File: config.mk
export PLATFORM = sky130hd
export DESIGN_NAME = mem_test_sequencer
export DESIGN_NICKNAME = d
export VERILOG_FILES = /design/src/rtl/mem_seq_pkg.sv /design/src/rtl/mem_seq_dwell_ctr.sv /design/src/rtl/mem_test_sequencer.sv
export SDC_FILE = /design/constraint.sdc
export NUM_CORES = 1
export LEC_CHECK = 0
export CAP_MARGIN = 20
export CORE_ASPECT_RATIO = 1.2
export CORE_UTILIZATION = 25
export CTS_CLUSTER_DIAMETER = 50
export DETAILED_ROUTE_END_ITERATION = 16
export PLACE_DENSITY = 0.59
export SYNTH_ARGS = -nofsm -noshare
export SYNTH_HDL_FRONTEND = slang
export SYNTH_SLANG_ARGS = --single-unit
File: constraint.sdc
create_clock -name Clk -period 3.4 [get_ports Clk]
set_clock_uncertainty 0.1 [all_clocks]
set_input_delay 0.34 -clock Clk [delete_from_list [all_inputs] [get_ports Clk]]
set_output_delay 0.34 -clock Clk [all_outputs]
set_load 0.01 [all_outputs]
File: src/rtl/mem_seq_pkg.sv
// Shared types and helpers for the memory test sequencer: state encoding,
// byte-lane select values and the deterministic test pattern.
package mem_seq_pkg;

  typedef enum logic [2:0] {
    S_IDLE  = 3'd0,
    S_WRITE = 3'd1,
    S_READ  = 3'd2,
    S_CHECK = 3'd3,
    S_SHOW  = 3'd4,
    S_DONE  = 3'd5
  } state_t;

  localparam logic [1:0] LANE_B0 = 2'd0;  // bits [7:0]
  localparam logic [1:0] LANE_B1 = 2'd1;  // bits [15:8]
  localparam logic [1:0] LANE_B2 = 2'd2;  // bits [23:16]
  localparam logic [1:0] LANE_B3 = 2'd3;  // bits [31:24]

  // The word address lands in every byte so each byte lane is distinct per word.
  function automatic logic [31:0] pattern(input logic [31:0] seed, input logic [5:0] addr);
    return seed ^ {4{2'b00, addr}};
  endfunction

endpackage

File: src/rtl/mem_seq_dwell_ctr.sv
// Dwell counter for the SHOW phase: pulses step once every DWELL enabled
// cycles and restarts from zero whenever it is disabled.
module mem_seq_dwell_ctr #(
  parameter int DWELL = 2
) (
  input  logic clk,
  input  logic rst_n,
  input  logic en,
  output logic step
);

  localparam int            CW   = (DWELL > 1) ? $clog2(DWELL) : 1;
  localparam logic [CW-1:0] LAST = CW'(DWELL - 1);

  logic [CW-1:0] cnt;

  assign step = en && (cnt == LAST);

  // NOTE: registers use non-blocking assignments so every flop samples the
  // pre-edge value of its inputs, independent of statement order.
  always_ff @(posedge clk) begin
    if (!rst_n || !en || step) cnt <= '0;
    else                       cnt <= cnt + 1'b1;
  end

endmodule

File: src/rtl/mem_test_sequencer.sv
// Memory test sequencer: writes a pattern, reads it back and checks it, then
// steps the LED byte select over every word. Optional MEM_SEQ_ERR_INJECT_EN
// adds an Err_Inject input that corrupts bit 0 of the word written to address 1.
module mem_test_sequencer
  import mem_seq_pkg::*;
#(
  parameter int          NUM_WORDS = 4,
  parameter logic [31:0] SEED      = 32'h0F0F_0F0F,
  parameter int          DWELL     = 2
) (
  input  logic        Clk,
  input  logic        Reset,
  input  logic        Start,
`ifdef MEM_SEQ_ERR_INJECT_EN
  input  logic        Err_Inject,
`endif
  input  logic [31:0] Mem_RData,
  output logic        Mem_Read,
  output logic        Mem_Write,
  output logic [5:0]  Mem_Addr,
  output logic [31:0] Mem_WData,
  output logic [1:0]  MUX,
  output logic        Busy,
  output logic        Done,
  output logic        Pass,
  output logic [3:0]  Err_Cnt
);

  localparam logic [5:0] LAST_IDX = 6'(NUM_WORDS - 1);

  state_t      state, state_nxt;
  logic [5:0]  idx;
  logic [1:0]  lane;
  logic [3:0]  err_cnt;
  logic        pass;
  logic        step;
  logic        inject;
  logic [5:0]  exp_addr;
  logic [3:0]  err_after;

`ifdef MEM_SEQ_ERR_INJECT_EN
  logic inject_q;
  always_ff @(posedge Clk) begin
    if (!Reset)                      inject_q <= 1'b0;
    else if (state == S_IDLE && Start) inject_q <= Err_Inject;
  end
  assign inject = inject_q;
`else
  assign inject = 1'b0;
`endif

  mem_seq_dwell_ctr #(.DWELL(DWELL)) u_dwell (
    .clk  (Clk),
    .rst_n(Reset),
    .en   (state == S_SHOW),
    .step (step)
  );

  // Read data arrives one cycle late, so READ checks the previous address and
  // CHECK picks up the final word.
  always_comb begin
    exp_addr  = (state == S_CHECK) ? LAST_IDX : idx - 6'd1;
    err_after = err_cnt;
    if (((state == S_READ) && (idx != '0)) || (state == S_CHECK)) begin
      if ((Mem_RData != pattern(SEED, exp_addr)) && (err_cnt != 4'hF))
        err_after = err_cnt + 4'd1;
    end
  end

  always_ff @(posedge Clk) begin
    if (!Reset) state <= S_IDLE;
    else        state <= state_nxt;
  end

  always_comb begin
    state_nxt = state;
    case (state)
      S_IDLE:  if (Start) state_nxt = S_WRITE;
      S_WRITE: if (idx == LAST_IDX) state_nxt = S_READ;
      S_READ:  if (idx == LAST_IDX) state_nxt = S_CHECK;
      S_CHECK: state_nxt = S_SHOW;
      S_SHOW:  if (step && lane == LANE_B3 && idx == LAST_IDX) state_nxt = S_DONE;
      S_DONE:  state_nxt = S_IDLE;
      default: state_nxt = S_IDLE;
    endcase
  end

  always_ff @(posedge Clk) begin
    if (!Reset) begin
      idx     <= '0;
      lane    <= LANE_B0;
      err_cnt <= '0;
      pass    <= 1'b0;
    end else begin
      case (state)
        S_IDLE: if (Start) begin
          idx     <= '0;
          err_cnt <= '0;
          pass    <= 1'b0;
        end
        S_WRITE: idx <= (idx == LAST_IDX) ? 6'd0 : idx + 6'd1;
        S_READ: begin
          err_cnt <= err_after;
          idx     <= (idx == LAST_IDX) ? 6'd0 : idx + 6'd1;
        end
        S_CHECK: begin
          err_cnt <= err_after;
          pass    <= (err_after == 4'd0);
        end
        S_SHOW: if (step) begin
          lane <= lane + 2'd1;
          if (lane == LANE_B3) idx <= (idx == LAST_IDX) ? 6'd0 : idx + 6'd1;
        end
        default: ;
      endcase
    end
  end

  // NOTE: every output gets a default before the case so no latch is inferred
  // for states that do not drive it.
  always_comb begin
    Mem_Read  = 1'b0;
    Mem_Write = 1'b0;
    Mem_Addr  = '0;
    Mem_WData = '0;
    MUX       = LANE_B0;
    Done      = 1'b0;
    Busy      = (state != S_IDLE);
    case (state)
      S_WRITE: begin
        Mem_Write = 1'b1;
        Mem_Addr  = idx;
        Mem_WData = pattern(SEED, idx) ^ {31'd0, inject && (idx == 6'd1)};
      end
      S_READ: begin
        Mem_Read = 1'b1;
        Mem_Addr = idx;
      end
      S_SHOW: begin
        Mem_Read = 1'b1;
        Mem_Addr = idx;
        MUX      = lane;
      end
      S_DONE:  Done = 1'b1;
      default: ;
    endcase
  end

  assign Pass    = pass;
  assign Err_Cnt = err_cnt;

endmodule
==> results of run 1 <==
## through the flow
stage                     instance area [sq um]  utilization [%]  std cells
after floorplan                            1600                -        220
after global placement                     2210             36.5        342
after detailed placement                   2210             36.5        342
after CTS                                  2260             37.3        346
after global routing                       2260             37.3        346
final                                      2260             37.3        346
## cell usage after synthesis (2+ instances only)
master and n:
mux2i_1 3, a21oi_1 12, inv_1 9, nor2_1 27, dfxtp_1 17, xor2_1 6
nand3b_1 2, buf_4 27, and2_1 5, nor2b_1 4, a211o_1 2, nand4_1 9
nand3_1 6, or4_1 3, buf_2 2, buf_6 2, o31ai_1 2, a31oi_1 4
nor3_1 3, ha_1 4, and3_1 7, or3_1 2, nand2_1 11, o21ai_0 8
clkbuf_1 6, nor4_1 5, a211oi_1 3
## state kept, by name, indices dropped and copies added, names as in the netlist
name,count
idx,6
Pass,1
Err_Cnt,4
state,3
u_dwell.cnt,1
lane,2
## how the worst max path moves through the flow
| stage | start | to | slack [ns] | cells after the start |
|---|---|---|---|---|
| after CTS | idx[0]$_SDFFE_PN0P_ | Pass$_SDFFE_PN0P_ | 0.50 | 10 |
| after detailed placement | idx[0]$_SDFFE_PN0P_ | Pass$_SDFFE_PN0P_ | 0.52 | 10 |
| after floorplan | idx[1]$_SDFFE_PN0P_ | Pass$_SDFFE_PN0P_ | 0.80 | 11 |
| final | idx[0]$_SDFFE_PN0P_ | Pass$_SDFFE_PN0P_ | 0.50 | 10 |
| after global placement | idx[0]$_SDFFE_PN0P_ | Pass$_SDFFE_PN0P_ | 0.63 | 10 |
| after global routing | idx[0]$_SDFFE_PN0P_ | Err_Cnt[0]$_SDFFE_PN0P_ | 0.27 | 10 |
## metal layers
metal  global-route usage [%]  share of wire (%)  routed length [um]  vias up
li1                         -                  -                   -      833
met1                     17.7                 46                2020      738
met2                     23.1                 46                1990       63
met3                     2.51                6.7                 291        5
met4                     4.63                1.2                  51        0
met5                        0                  0                   0        -
## worst reg2reg max path, cell delays in order, from the launching register on
cell and delay (ns):
dfxtp_1 0.52, inv_1 0.15, ha_1 0.27, nor3b_2 0.17
xor2_1 0.33, and3_1 0.20, o22ai_1 0.06, a2111o_1 0.50
and2_4 0.23, mux2i_1 0.12, o31ai_1 0.17
## final cells by class
cell class | instances | area (sq um) | area share (%)
Clock buffer | 3 | 41.3 | 1.83
Timing Repair Buffer | 77 | 766 | 33.9
Clock inverter | 1 | 5.00 | 0.222
Multi-Input combinational cell | 157 | 967 | 42.9
Inverter | 9 | 33.8 | 1.50
Sequential cell | 17 | 340 | 15.1
Tap cell | 82 | 103 | 4.55
## power groups by stage
| stage | combinational, mW | clock (mW) | sequential (mW) |
|---|---|---|---|
| finish | 0.175 | 0.162 | 0.210 |
| detailed placement | 0.176 | 0 | 0.215 |
| floorplan | 0.111 | 0 | 0.209 |
| global route | 0.193 | 0.175 | 0.211 |
| global placement | 0.175 | 0 | 0.214 |
| CTS | 0.177 | 0.165 | 0.210 |
## cells by family (layout without fill, tap and decap cells)
logic type                 count (synthesis)  count (layout)  synth area share, %
adders and majority gates                  4               4                 3.18
and+or+nand+nor                           90              90                 31.2
AOI/OAI and AO/OA                         45              45                 19.4
muxes                                      3               3                 1.91
buffers and inverters                     46              90                 18.5
xor gates and xnor gates                   7               7                 3.90
DFF                                       17              17                 21.6
other                                      1               8                0.238
==> flow_summary.toml, run 1 <==
[routing]
drt-total-wl_mm = 4.36
route.detailed.drc = 0
dr.pass1.iters = 4
wl_per_cell_um = 12.6
detail-route-antenna-nets = 0
vias_per_cell = 4.74
drtIter0Drc = 68
vias = 1639

[place]
dp_slack_ns = 0.521
dp_hpwl_mm = 3.43
io_buffers = 75
gp_congestion = 0.816

[worst_setup_path]
endpoint_kind = "register"
r2r_end = "Pass$_SDFFE_PN0P_"
cp_slowest_stage_delay_ns = 0.52
critPathSlowestCell = "dfxtp_1"
path_cells = "inv_1 > ha_1 > nor3b_2 > xor2_1 > and3_1 > o22ai_1 > a2111o_1 > and2_4 > mux2i_1 > o31ai_1"
critPathLaunchType = "register"
rr_worst_depth = 10
crit_buf_inv = 1
worst_ep_required_time_ns = 3.48
cpLargestDelayFamily = "compound AO/OA/AOI/OAI gates"
crit_arrival_ns = 2.99
worstReg2RegStart = "idx[0]$_SDFFE_PN0P_"
r2r_slack_ns = 0.50
crit_type = "register to register"
path_max_fanout = 8

[synth]
ys.flop_type = "dfxtp_1"
synthTopCellsByArea = "dfxtp_1 (22%), buf_4 (13%), nor2_1 (6.4%)"
synth_warnings = 0
synth_area_sq_um = 1570
ys_seq_area_share_pct = 21.6
syn_area_per_cell_sq_um = 7.38
synth_top_area_share_pct = 21.6
synth_seq_cells = 17
async_reset_ff_share_pct = 0
syn-instance-count = 213
synth_cell_types = 49
synth-edff-count = 0
yosysTopAreaCell = "dfxtp_1"

[sta]
finalSetupViolations = 0
whs_ns = 0.356
max_freq_mhz = 345
rsz0062_at_grt = "no"
worstMarginPinSlew_ns = 0.646
slew_viol_final = 0
fin_ws_ns = 0.498
setup_tns_ns = 0
min_period_ns = 2.90
hold_viol = 0
finalCritPeriodShare_pct = 85.4
relSlewSlack_pct = 56.6

[min_path]
min_to = "u_dwell.cnt$_SDFF_PP0_"
holdCritPathClass = "register to register"
holdPathStages = 1
hold_path_startpoint = "u_dwell.cnt$_SDFF_PP0_"

[clock_tree]
cts-root-buf = "clkbuf_8"
holdBufCountCts = 0
h-tree-depth = 1
clkSinkCount = 17
insertion_delay_ns = 0.26
clk_pin_slew_ns = 0.07
cts_tree = "done"
cts_resized = 0
post_cts_buffers = 0
cts_max_path_buffers = 2
cts_buffers = 3

[power]
p_clk_share_pct = 29.6
p_per_area_nw_per_um2 = 243
finalPower_uw = 547
leakage_nw = 0.821
switching_share_pct = 30.1
irDropWorstVdd_mv = 0.171
intPower_uw = 383
seq_power_share_pct = 38.4
p_sw_uw = 165
power_frac_comb_pct = 32.0

[die]
start_util_pct = 26.0
ios = 84
dieArea_sq_um = 6610
core_sq_um = 6050
chipWidth_um = 74.4
fp-row-count = 31
die_h_um = 88.9

[global_routing]
grt_pass1_wl_mm = 7.11
grt_max_degree = 14
overflow = 0
grt_pass1_vias = 1530
grt_usage_pct = 13.8
antenna_found_initial = 0

[finish]
layout_common_cells = "clkdlybuf4s50_1 (75), nor2_1 (27), dfxtp_1 (17)"
antenna_cells = 0
fillers = 665
drive_gt1_share_pct = 4.55
nNetsFinal = 304
syn_to_final_growth_pct = 43.4
final_common_cell = "clkdlybuf4s50_1"

[run_status]
outcome = "complete, no violations"

[job]
maxCapViolations = 0
(Power assumes the default switching activity.)
==> inputs of run 2 (changes only) <==
--- a/config.mk
+++ b/config.mk
@@ -8,6 +8,7 @@
 export CAP_MARGIN = 20
 export CORE_ASPECT_RATIO = 1.2
 export CORE_UTILIZATION = 25
+export CTS_BUF_LIST = sky130_fd_sc_hd__clkbuf_4
 export CTS_CLUSTER_DIAMETER = 50
 export DETAILED_ROUTE_END_ITERATION = 16
 export PLACE_DENSITY = 0.59
==> run 2 against run 1 <==
  * Sequential share of layout area increased by 0.13 points
  * Total power decreased by 8.3%
  * Worst hold slack improved by 0.0058 ns
  * Non-clock buffer count unchanged
  * Cell area decreased by 0.83%
  * Clock power decreased by 28%
  * Via count about the same
  * Register-to-register slack got worse by 0.03 ns
  * Combinational power about the same
  * Setup slack got worse by 0.032 ns
  * Core utilization decreased by 0.31 points
  * Count of clock-buffer cells in the layout unchanged
  * Critical path type unchanged
  * Critical endpoint unchanged
==> flow_summary.toml, run 2 (synthesis gave the netlist of run 1 again) <==
[run_status]
outcome = "complete, no violations"

[finish]
multi_input_area_sq_um = 967
fillers = 666
layout_common_cells = "clkdlybuf4s50_1 (75), nor2_1 (27), dfxtp_1 (17)"
syn_to_final_growth_pct = 42.2
seq_area_sq_um = 340
antenna_cells = 0
instances_no_fill = 346
drive_gt1_share_pct = 4.55
regMostFlops = "idx"
final_common_cell = "clkdlybuf4s50_1"
nNetsFinal = 304
largest_reg_flops = 6

[die]
dieArea_sq_um = 6610
chipWidth_um = 74.4
fp-row-count = 31
die_h_um = 88.9
core_sq_um = 6050
ios = 84
start_util_pct = 26.0

[clock_tree]
cts_resized = 0
cts_buffers = 3
clkSinkCount = 17
cts-root-buf = "clkbuf_4"
post_cts_buffers = 0
cts_tree = "done"
h-tree-depth = 1
holdBufCountCts = 0
insertion_delay_ns = 0.30
clk_pin_slew_ns = 0.11
cts_max_path_buffers = 2

[routing]
wl_per_cell_um = 12.5
route.detailed.drc = 0
vias_per_cell = 4.73
vias = 1638
drt-total-wl_mm = 4.34
detail-route-antenna-nets = 0
dr.pass1.iters = 4
drtIter0Drc = 86

[global_routing]
met3_usage_pct = 1.82
antenna_found_initial = 0
grt_pass1_vias = 1522
gr-usage-met1_pct = 18.1
grt_pass1_wl_mm = 7.11
busiest_layer = "met2"
grt_max_degree = 14
grt_usage_pct = 13.7
met2_usage_pct = 23.3
overflow = 0

[worst_setup_path]
r2r_slack_ns = 0.47
endpoint_kind = "register"
crit_type = "register to register"
crit_arrival_ns = 3.06
worst_ep_required_time_ns = 3.52
path_max_fanout = 8
critPathLaunchType = "register"

[sta]
worstMarginPinSlew_ns = 0.646
relSlewSlack_pct = 56.6
min_period_ns = 2.93
hold_viol = 0
finalCritPeriodShare_pct = 86.3
finalSetupViolations = 0
rsz0062_at_grt = "no"
slew_viol_final = 0
setup_tns_ns = 0
max_freq_mhz = 341

[place]
gp_congestion = 0.816
dp_cells = 342
io_buffers = 75
dp_hpwl_mm = 3.43

[power]
irDropWorstVdd_mv = 0.152
p_per_area_nw_per_um2 = 225
leakage_nw = 0.813

[job]
maxCapViolations = 0

[min_path]
holdCritPathClass = "register to register"
## run 2: cell counts in the layout (fill, tap and decap cells not counted)
Identical to the previous run, type by type.
## run 2: layout make-up
type,instances,area share [%]
clock buffer,3,1.01
clock inverter,1,0.224
inverter,9,1.51
multi-input combinational,157,43.2
sequential,17,15.2
tap,82,4.59
timing repair buffer,77,34.2
## run 2: routing by layer
metal | vias up | share of wire (%)
li1 | 834 | -
met1 | 738 | 48
met2 | 61 | 46
met3 | 5 | 6.1
met4 | 0 | 0.78
met5 | - | 0
## run 2: worst paths after layout
path / endpoint / startpoint / cells past startpoint
worst max register to register: Pass$_SDFFE_PN0P_ / idx[0]$_SDFFE_PN0P_ / 10
worst max-delay path: Pass$_SDFFE_PN0P_ / idx[0]$_SDFFE_PN0P_ / 10
worst min register to register: u_dwell.cnt$_SDFF_PP0_ / u_dwell.cnt$_SDFF_PP0_ / 1
worst min-delay path: u_dwell.cnt$_SDFF_PP0_ / u_dwell.cnt$_SDFF_PP0_ / 1
## run 2: report_power, final
part	total [mW]	switching [mW]	internal, mW
clock network	0.117	0.0728	0.0439
registers	0.210	0.00804	0.202
logic	0.175	0.0763	0.0991
## run 2: worst max-delay path, cell delays in order (launching register included)
cell	delay, ns
dfxtp_1	0.53
inv_1	0.15
ha_1	0.27
nor3b_2	0.17
xor2_1	0.21
a211oi_1	0.27
o22ai_1	0.12
a2111o_1	0.50
and2_4	0.23
mux2i_1	0.12
o31ai_1	0.19
## run 2: stage by stage
stage | power [mW] | area (sq um) | hold WS [ns] | utilization, % | setup WS (ns)
global placement | 0.389 | 2210 | 0.340 | 36.5 | 0.626
floorplan | 0.320 | 1600 | 0.320 | - | 0.801
finish | 0.502 | 2240 | 0.362 | 37.0 | 0.466
global route | 0.538 | 2240 | 0.381 | 37.0 | 0.232
detailed placement | 0.391 | 2210 | 0.349 | 36.5 | 0.521
CTS | 0.507 | 2240 | 0.365 | 37.0 | 0.485
==> inputs of run 3 (changes only) <==
--- a/config.mk
+++ b/config.mk
@@ -11,6 +11,7 @@
 export CTS_BUF_LIST = sky130_fd_sc_hd__clkbuf_4
 export CTS_CLUSTER_DIAMETER = 50
 export DETAILED_ROUTE_END_ITERATION = 16
+export MAX_ROUTING_LAYER = met4
 export PLACE_DENSITY = 0.59
 export SYNTH_ARGS = -nofsm -noshare
 export SYNTH_HDL_FRONTEND = slang
==> run 3 against run 2 <==
  * Clock power about the same
  * Global-route usage increased by 0.42 points
  * Register-to-register slack about the same
  * Total power increased by 0.13%
  * Flip-flop and latch count unchanged
  * Cell area unchanged
  * Setup slack improved by 0.0069 ns
  * Core utilization unchanged
  * Count of clock-buffer cells in the layout unchanged
==> flow_summary.toml, run 3 (synthesis gave the netlist of run 1 again) <==
[routing]
vias_per_cell = 4.74
drt-total-wl_mm = 4.33
route.detailed.drc = 0
detail-route-antenna-nets = 0
wl_per_cell_um = 12.5
drtIter0Drc = 78
dr.pass1.iters = 4
vias = 1639

[global_routing]
gr-usage-met1_pct = 18.0
met2_usage_pct = 23.5
grt_pass1_wl_mm = 7.09
grt_pass1_vias = 1527
overflow = 0
antenna_found_initial = 0
busiest_layer = "met2"
grt_max_degree = 14
grt_usage_pct = 14.1
met3_usage_pct = 1.82

[sta]
setup_tns_ns = 0
hold_viol = 0
slew_viol_final = 0
max_freq_mhz = 342
relSlewSlack_pct = 58.9
worstMarginPinSlew_ns = 0.612
finalCritPeriodShare_pct = 86.1
rsz0062_at_grt = "no"
whs_ns = 0.362
min_period_ns = 2.93
finalSetupViolations = 0

[finish]
drive_gt1_share_pct = 4.55
regMostFlops = "idx"
final_common_cell = "clkdlybuf4s50_1"
nNetsFinal = 304
seq_area_sq_um = 340
fillers = 666
instances_no_fill = 346
layout_common_cells = "clkdlybuf4s50_1 (75), nor2_1 (27), dfxtp_1 (17)"
multi_input_area_sq_um = 967
largest_reg_flops = 6
syn_to_final_growth_pct = 42.2
antenna_cells = 0

[job]
maxCapViolations = 0

[worst_setup_path]
worst_ep_required_time_ns = 3.52
r2r_slack_ns = 0.47
crit_arrival_ns = 3.05
crit_type = "register to register"
worstReg2RegStart = "idx[0]$_SDFFE_PN0P_"
path_max_fanout = 8
rr_worst_depth = 10
endpoint_kind = "register"
critPathLaunchType = "register"
r2r_end = "Pass$_SDFFE_PN0P_"
startpoint = "idx[0]$_SDFFE_PN0P_"

[min_path]
holdPathStages = 1
min_to = "u_dwell.cnt$_SDFF_PP0_"
hold_path_startpoint = "u_dwell.cnt$_SDFF_PP0_"
holdCritPathClass = "register to register"

[place]
io_buffers = 75
dp_cells = 342
dp_hpwl_mm = 3.43
gp_congestion = 0.828

[run_status]
outcome = "complete, no violations"

[die]
dieArea_sq_um = 6610
start_util_pct = 26.0
chipWidth_um = 74.4
fp-row-count = 31
ios = 84
die_h_um = 88.9
core_sq_um = 6050

[clock_tree]
clk_pin_slew_ns = 0.11
cts_resized = 0
post_cts_buffers = 0
cts_buffers = 3
h-tree-depth = 1
holdBufCountCts = 0
cts_max_path_buffers = 2
insertion_delay_ns = 0.30
cts-root-buf = "clkbuf_4"
cts_tree = "done"
clkSinkCount = 17

[power]
leakage_nw = 0.813
p_per_area_nw_per_um2 = 225
finalPower_uw = 503
irDropWorstVdd_mv = 0.153
run 3: metal layers:
layer,routed length (um),share of wire [%]
met1,2000,46
met2,1980,46
met3,314,7.2
met4,37,0.85
met5,0,0
run 3: power breakdown:
part           internal (mW)  leakage (nW)  total, mW  switching (mW)
logic                 0.0991         0.658      0.176          0.0766
clock network         0.0439        0.0177      0.117          0.0731
registers              0.202         0.137      0.210         0.00804
total                  0.345         0.813      0.503           0.158
run 3: metrics by stage:
stage / utilization [%] / worst slack, ns / area (sq um)
CTS: 37.0 / 0.485 / 2240
global placement: 36.5 / 0.626 / 2210
global route: 37.0 / 0.232 / 2240
detailed placement: 36.5 / 0.521 / 2210
finish: 37.0 / 0.473 / 2240
floorplan: - / 0.801 / 1600
run 3: layout make-up:
type / instances / share of cell area [%]
clock buffer: 3 / 1.01
clock inverter: 1 / 0.224
inverter: 9 / 1.51
multi-input combinational: 157 / 43.2
sequential: 17 / 15.2
tap: 82 / 4.59
timing repair buffer: 77 / 34.2
run 3: worst max-delay path by stage:
stage	cells past startpoint	end	slack (ns)
floorplan	11	Pass$_SDFFE_PN0P_	0.80
CTS	10	Pass$_SDFFE_PN0P_	0.48
global placement	10	Pass$_SDFFE_PN0P_	0.63
detailed placement	10	Pass$_SDFFE_PN0P_	0.52
global route	7	Mem_Addr[0]	0.23
finish	10	Pass$_SDFFE_PN0P_	0.47
run 3: worst max-delay path: stages, from the launching register on:
cell and delay [ns]:
dfxtp_1 0.53, inv_1 0.15, ha_1 0.27, nor3b_2 0.17
xor2_1 0.33, and3_1 0.20, o22ai_1 0.06, a2111o_1 0.50
and2_4 0.23, mux2i_1 0.12, o31ai_1 0.19
